<file path="src/rtl/spc_link_sequencer.sv">
// spc_link_sequencer
//   Sequences PC/LR/SP updates for BL, RET, CALL (LR spilled to stack) and
//   POPRET (return address filled from stack). One command in flight; decode
//   stalls on cmd_ready. Owns the stack memory request port.
//
//   Optional feature: define SPC_SEQ_TIMEOUT_EN to fault (code 11) when a
//   stack access sees no mem_ack within TIMEOUT_CYC cycles.
//
//   Ports
//     clk, reset            clock, async active-low reset
//     cmd_valid/ready/op/target   command handshake from decode
//     re_pc/re_lr/re_sp     current special register values
//     wr_{pc,lr,sp}[_data]  one-cycle write strobes + data to the regfile
//     mem_req/we/addr/wdata/rdata/ack   stack memory port
//     done                  pulse in the cycle the final strobes are driven
//     fault, fault_code     sticky error and cause; fault_clr releases it
//     depth                 outstanding CALL frames
//
//   state  | meaning
//   IDLE   | ready for a command
//   SPILL  | writing LR to SP-4, waiting for mem_ack
//   FILL   | reading return address at SP, waiting for mem_ack
//   COMMIT | driving write strobes and done for one cycle
//   FAULT  | error held until fault_clr

module spc_link_sequencer #(
    parameter logic [31:0] STACK_BASE  = 32'h0000_1000,
    parameter logic [31:0] STACK_LIMIT = 32'h0000_0800,
    parameter int          DEPTH_W     = 8,
    parameter int          TIMEOUT_CYC = 16
) (
    input  logic               clk,
    input  logic               reset,
    input  logic               cmd_valid,
    output logic               cmd_ready,
    input  logic [1:0]         cmd_op,
    input  logic [31:0]        cmd_target,
    input  logic [31:0]        re_pc,
    input  logic [31:0]        re_lr,
    input  logic [31:0]        re_sp,
    output logic               wr_pc,
    output logic               wr_lr,
    output logic               wr_sp,
    output logic [31:0]        wr_pc_data,
    output logic [31:0]        wr_lr_data,
    output logic [31:0]        wr_sp_data,
    output logic               mem_req,
    output logic               mem_we,
    output logic [31:0]        mem_addr,
    output logic [31:0]        mem_wdata,
    input  logic [31:0]        mem_rdata,
    input  logic               mem_ack,
    output logic               done,
    output logic               fault,
    output logic [1:0]         fault_code,
    input  logic               fault_clr,
    output logic [DEPTH_W-1:0] depth
);

    typedef enum logic [2:0] {
        S_IDLE, S_SPILL, S_FILL, S_COMMIT, S_FAULT
    } state_t;

    localparam logic [1:0] OP_BL     = 2'b00;
    localparam logic [1:0] OP_RET    = 2'b01;
    localparam logic [1:0] OP_CALL   = 2'b10;
    localparam logic [1:0] OP_POPRET = 2'b11;

    localparam int TW = $clog2(TIMEOUT_CYC + 1);

    state_t state, state_nxt;

    logic [1:0]  op_q;
    logic [31:0] target_q, pc_q, lr_q, sp_q, rdata_q;
    logic [TW-1:0] tmo_cnt;
    logic        tmo_en;
    logic        tmo_expired;

`ifdef SPC_SEQ_TIMEOUT_EN
    assign tmo_en = 1'b1;
`else
    assign tmo_en = 1'b0;
`endif

    assign tmo_expired = tmo_en && (tmo_cnt == '0);

    // The borrow bit catches SP < 4, which wraps and must count as overflow.
    logic [32:0] sp_dec_ext;
    logic        call_ovf, pop_unf;
    assign sp_dec_ext = {1'b0, re_sp} - 33'd4;
    assign call_ovf   = sp_dec_ext[32] || (sp_dec_ext[31:0] < STACK_LIMIT);
    assign pop_unf    = (re_sp >= STACK_BASE);

    // State register
    always_ff @(posedge clk or negedge reset) begin
        if (!reset) state <= S_IDLE;
        else        state <= state_nxt;
    end

    // Next-state logic
    always_comb begin
        state_nxt = state;
        case (state)
            S_IDLE: begin
                if (cmd_valid) begin
                    case (cmd_op)
                        OP_CALL:   state_nxt = call_ovf ? S_FAULT : S_SPILL;
                        OP_POPRET: state_nxt = pop_unf  ? S_FAULT : S_FILL;
                        default:   state_nxt = S_COMMIT;
                    endcase
                end
            end
            S_SPILL, S_FILL: begin
                if (mem_ack)          state_nxt = S_COMMIT;
                else if (tmo_expired) state_nxt = S_FAULT;
            end
            S_COMMIT: state_nxt = S_IDLE;
            S_FAULT:  if (fault_clr) state_nxt = S_IDLE;
            default:  state_nxt = S_IDLE;
        endcase
    end

    // Command snapshot, fill data, fault cause, depth and timeout counter
    always_ff @(posedge clk or negedge reset) begin
        if (!reset) begin
            op_q       <= OP_BL;
            target_q   <= '0;
            pc_q       <= '0;
            lr_q       <= '0;
            sp_q       <= '0;
            rdata_q    <= '0;
            fault_code <= 2'b00;
            depth      <= '0;
            tmo_cnt    <= '0;
        end else begin
            if (state == S_IDLE && cmd_valid) begin
                op_q     <= cmd_op;
                target_q <= cmd_target;
                pc_q     <= re_pc;
                lr_q     <= re_lr;
                sp_q     <= re_sp;
                tmo_cnt  <= TW'(TIMEOUT_CYC - 1);
                if (state_nxt == S_FAULT)
                    fault_code <= (cmd_op == OP_CALL) ? 2'b01 : 2'b10;
            end
            if (state == S_SPILL || state == S_FILL) begin
                if (tmo_cnt != '0) tmo_cnt <= tmo_cnt - TW'(1);
                if (state_nxt == S_FAULT) fault_code <= 2'b11;
            end
            if (state == S_FILL && mem_ack) rdata_q <= mem_rdata;
            if (state == S_FAULT && fault_clr) fault_code <= 2'b00;
            if (state == S_COMMIT) begin
                if (op_q == OP_CALL && depth != {DEPTH_W{1'b1}})
                    depth <= depth + DEPTH_W'(1);
                else if (op_q == OP_POPRET && depth != '0)
                    depth <= depth - DEPTH_W'(1);
            end
        end
    end

    // Outputs are decoded from state so reset removes them immediately.
    always_comb begin
        cmd_ready  = (state == S_IDLE);
        fault      = (state == S_FAULT);
        wr_pc      = 1'b0;
        wr_lr      = 1'b0;
        wr_sp      = 1'b0;
        wr_pc_data = '0;
        wr_lr_data = '0;
        wr_sp_data = '0;
        mem_req    = 1'b0;
        mem_we     = 1'b0;
        mem_addr   = '0;
        mem_wdata  = '0;
        done       = 1'b0;
        case (state)
            S_SPILL: begin
                mem_req   = 1'b1;
                mem_we    = 1'b1;
                mem_addr  = sp_q - 32'd4;
                mem_wdata = lr_q;
            end
            S_FILL: begin
                mem_req  = 1'b1;
                mem_addr = sp_q;
            end
            S_COMMIT: begin
                done = 1'b1;
                case (op_q)
                    OP_BL: begin
                        wr_lr = 1'b1; wr_lr_data = pc_q + 32'd4;
                        wr_pc = 1'b1; wr_pc_data = target_q;
                    end
                    OP_RET: begin
                        wr_pc = 1'b1; wr_pc_data = lr_q;
                    end
                    OP_CALL: begin
                        wr_sp = 1'b1; wr_sp_data = sp_q - 32'd4;
                        wr_lr = 1'b1; wr_lr_data = pc_q + 32'd4;
                        wr_pc = 1'b1; wr_pc_data = target_q;
                    end
                    default: begin
                        wr_pc = 1'b1; wr_pc_data = rdata_q;
                        wr_sp = 1'b1; wr_sp_data = sp_q + 32'd4;
                    end
                endcase
            end
            default: ;
        endcase
    end

endmodule
</file>
<file path="config.mk">
export PLATFORM = sky130hd
export DESIGN_NAME = spc_link_sequencer
export DESIGN_NICKNAME = d
export VERILOG_FILES = /design/src/rtl/spc_link_sequencer.sv
export SDC_FILE = /design/constraint.sdc
export NUM_CORES = 1
export LEC_CHECK = 0
export ABC_AREA = 1
export CORE_MARGIN = 2
export CORE_UTILIZATION = 50
export DETAILED_ROUTE_END_ITERATION = 10
export PLACE_DENSITY = 0.84
export SETUP_SLACK_MARGIN = 0.05
export SLEW_MARGIN = 20
export SYNTH_ARGS = -nofsm -noshare
export SYNTH_HDL_FRONTEND = slang
export SYNTH_SLANG_ARGS = --single-unit
export TNS_END_PERCENT = 100
</file>
<file path="constraint.sdc">
create_clock -name clk -period 6.8 [get_ports clk]
set_clock_uncertainty 0.2 [all_clocks]
set_input_delay 0.68 -clock clk [delete_from_list [all_inputs] [get_ports clk]]
set_output_delay 0.68 -clock clk [all_outputs]
set_load 0.1 [all_outputs]
</file>
==> impl_metrics.env <==
export IMPL_status="finished, final reports clean"
export IMPL_dpl_worst_slack_ps=2270
export IMPL_maxSlewViolCount=0
export IMPL_first_pass_iters=8
export IMPL_critPathMaxStageDelay_ps=1160
export IMPL_synthMuxAreaShare_pct=3.14
export IMPL_crit_family="buffers and inverters"
export IMPL_rr_endpoint="state[1]"
export IMPL_switchingPower_mw=5.18
export IMPL_final_cell_count_no_fill=2254
export IMPL_antenna_found_initial=2
export IMPL_swShare_pct=60.3
export IMPL_yosysTopAreaCell="dfrtp_1"
export IMPL_pwr_share_comb_pct=64.7
export IMPL_synth_top_family_by_area="simple AND/OR/NAND/NOR gates"
export IMPL_yosysUniqueCellTypes=51
export IMPL_synthFlopType="dfrtp_1"
export IMPL_cp_slowest_cell="clkdlybuf4s50_1"
export IMPL_synth_seq_cells=175
export IMPL_worst_setup_path_start_kind="flop"
export IMPL_synth_async_reset_ratio_pct=100
export IMPL_power_frac_clock_pct=11.6
export IMPL_worstReg2RegStart="state[0]"
export IMPL_fmax_ghz=0.181
export IMPL_synth_area_top_cells="dfrtp_1 (38%), nand2_1 (18%), nor2_1 (5.7%)"
export IMPL_viasPerCell=5.64
export IMPL_core_area_um2=22600
export IMPL_die_y_um=155
export IMPL_ctsResizeCount=0
export IMPL_initial_core_util_pct=50.8
export IMPL_cap_violations=0
export IMPL_yosys_warnings=0
export IMPL_p_int_mw=3.41
export IMPL_syn_nets=1833
export IMPL_power_mw=8.60
export IMPL_rows=55
export IMPL_setup_viol=0
export IMPL_wl_per_cell_um=18.6
export IMPL_finalSetupTns_ps=0
export IMPL_synth_xor_xnor_area_share_pct=3.36
export IMPL_path_cells="inv_1 -> nor3_2 -> clkinv_2 -> nand2_1 -> inv_1 -> nor2_1 -> clkdlybuf4s50_1"
export IMPL_grt_max_degree=216
export IMPL_insertion_delay_ps=430
export IMPL_cts_root_buf="clkbuf_16"
export IMPL_vias=12700
export IMPL_worst_slack_ps=1270
export IMPL_synth_top_area_share_pct=38.2
export IMPL_drt_iter0_drc=1106
export IMPL_synth_compound_area_share_pct=11.3
export IMPL_syn_avg_cell_area_um2=6.93
export IMPL_grt_use_total_pct=34.5
export IMPL_post_route_min_period_ps=5530
export IMPL_dpl_cell_count=2220
export IMPL_overflow=0
export IMPL_syn_cell_area_um2=11500
export IMPL_cts_tree="yes"
export IMPL_critPathArrivalTime_ps=4650
export IMPL_numPortBuffers=344
export IMPL_path_common_cell="inv_1"
export IMPL_critPathLaunch="state[0]"
export IMPL_grt_setup_unrepaired="false"
export IMPL_path_clk_slew_ps=80
export IMPL_nets=2131
export IMPL_fin_util_pct=69.5
export IMPL_worstPathMaxFanout=58
export IMPL_finalHoldViolations=0
export IMPL_irDropWorstVdd_uv=343
export IMPL_seq_area_frac_synth_pct=38.2
export IMPL_routed_wl_um=41800
export IMPL_dieArea_um2=24200
export IMPL_reg2reg_depth=6
export IMPL_place_hpwl_um=31300
export IMPL_hold_buffers=0
export IMPL_leakage_nw=7.04
export IMPL_numCtsBuffers=17
export IMPL_min_path_type="input pin to asynchronous set/reset pin"
export IMPL_r2r_slack_ps=3440
export IMPL_synth_edf_count=0
export IMPL_critical_path_required_ps=5920
export IMPL_ant_nets=0
export IMPL_cts_setup_buffers=0
export IMPL_grt_pass1_wl_um=65400
export IMPL_h_tree_depth=4
export IMPL_crit_buf_inv=4
export IMPL_slew_headroom_pct=25.0
export IMPL_clock_path_buffers=2
export IMPL_end_kind="output pin"
export IMPL_areaGrowthSynthToFinish_pct=36.6
export IMPL_layout_drive_gt1_share_pct=7.68
export IMPL_place_gp_congestion=1.01
export IMPL_fin_crit_sh_pct=81.3
export IMPL_tightest_slew_ps=1120
export IMPL_chipWidth_um=155
export IMPL_synthAdderAreaFrac_pct=1.16
export IMPL_cts_sinks=175
export IMPL_cellPowerDensity_nw_per_um2=548
export IMPL_ios=345
export IMPL_pwr_share_seq_pct=23.8
export IMPL_yosys_area_share_simple_pct=33.9
export IMPL_grt_pass1_vias=12400
export IMPL_syn_inst=1656
export IMPL_drc=0
export IMPL_path_class="flop to output pin"
through the flow:
step	hold slack (ps)	instance area (um2)
6_report	50.0	15700
5_1_grt	89.2	15700
4_1_cts	84.6	15700
3_5_place_dp	259	15100
3_3_place_gp	254	15100
2_1_floorplan	184	11500
cell usage after synthesis (2+ instances only):
library cell and n:
inv_1 173, nor2_2 14, a31oi_1 2, nand3_1 72, a211oi_1 14, a211oi_2 2, nor3_1 31, nand4_1 15
o21ai_1 6, xor2_1 38, nand2_2 7, a2111oi_0 5, nor4_4 2, clkbuf_2 2, buf_1 5, or2_2 3
ha_1 9, o21ai_0 122, a21oi_1 42, nor2_1 175, nor2_4 8, mux2_2 32, o22ai_1 23, nand2_1 536
nor3_2 8, inv_2 14, nor4_1 15, buf_2 19, clkbuf_1 47, dfrtp_1 175, nand3_2 7, o21bai_1 2
nand3b_1 2, xnor2_1 6, a221oi_1 6, o21a_1 2
power groups by stage:
stage	Combinational, mW	Sequential, mW	Clock (mW)
6_report	5.56	2.04	0.994
5_1_grt	5.89	2.11	1.05
4_1_cts	5.53	2.03	1.01
3_5_place_dp	5.51	2.03	0
3_3_place_gp	5.43	2.02	0
2_1_floorplan	4.06	2.05	0
placed cells by master (no fill, tap or decap), types with 3 or more instances in the layout:
| cell type | count |
|---|---|
| clkdlybuf4s50_1 | 343 |
| clkinv_8 | 7 |
| inv_1 | 171 |
| clkbuf_16 | 17 |
| clkinv_2 | 3 |
| nand2_1 | 536 |
| nor3_2 | 9 |
| a211oi_1 | 14 |
| inv_6 | 4 |
| inv_2 | 16 |
| a21oi_1 | 42 |
| nand2_2 | 7 |
| nor2_1 | 174 |
| xor2_1 | 38 |
| o21ai_0 | 122 |
| o22ai_1 | 23 |
| buf_4 | 9 |
| or2_2 | 3 |
| o21ai_1 | 6 |
| dfrtp_1 | 175 |
| ha_1 | 9 |
| nor2_2 | 14 |
| nand3_1 | 72 |
| nor3_1 | 30 |
| a2111oi_0 | 3 |
| xnor2_1 | 6 |
| nand3_2 | 7 |
| nor2_4 | 9 |
| nand4_1 | 15 |
| nor4_1 | 15 |
| a221oi_1 | 6 |
| mux2_2 | 32 |
routing by layer:
metal	routed length [um]	GRT usage, %	part of all wire, %
met1	16200	43.3	39
met2	19400	56.6	46
met3	3830	6.18	9.2
met4	2410	19.2	5.8
met5	0	0	0
cell families (layout without fill, tap and decap cells):
logic type               Yosys count  after routing
AO/OA/AOI/OAI                    230            230
multiplexers                      32             32
flip-flops                       175            175
other                              0              2
AND/OR/NAND/NOR                  901            901
adder cells (fa/ha/maj)           10             10
XOR/XNOR                          44             44
buffers and inverters            264            575
worst max-delay path by stage:
stage | slack (ps) | depth (start not counted) | to
after floorplan | 230 | 6 | wr_sp_data[7]
after global placement | 1570 | 6 | mem_addr[1]
after detailed placement | 2270 | 7 | wr_pc_data[1]
after CTS | 1800 | 7 | mem_addr[1]
after global routing | 1130 | 7 | mem_addr[1]
final | 1270 | 7 | mem_addr[1]
layout make-up:
class	count	area [um2]
diodes	2	5.00
clock buffers	17	425
clock inverters	15	188
fillers	1872	6900
inverters	189	712
multi-input cells	1217	6080
flip-flops and latches	175	4380
well taps	285	357
repair buffers	354	3530
sequential cells by signal, indices dropped and copies added, names as in the netlist:
register / cells
depth: 8
state: 3
fault_code: 2
op_q: 2
target_q: 32
lr_q: 32
pc_q: 32
rdata_q: 32
sp_q: 32
Power figures use the tool's default switching activity.
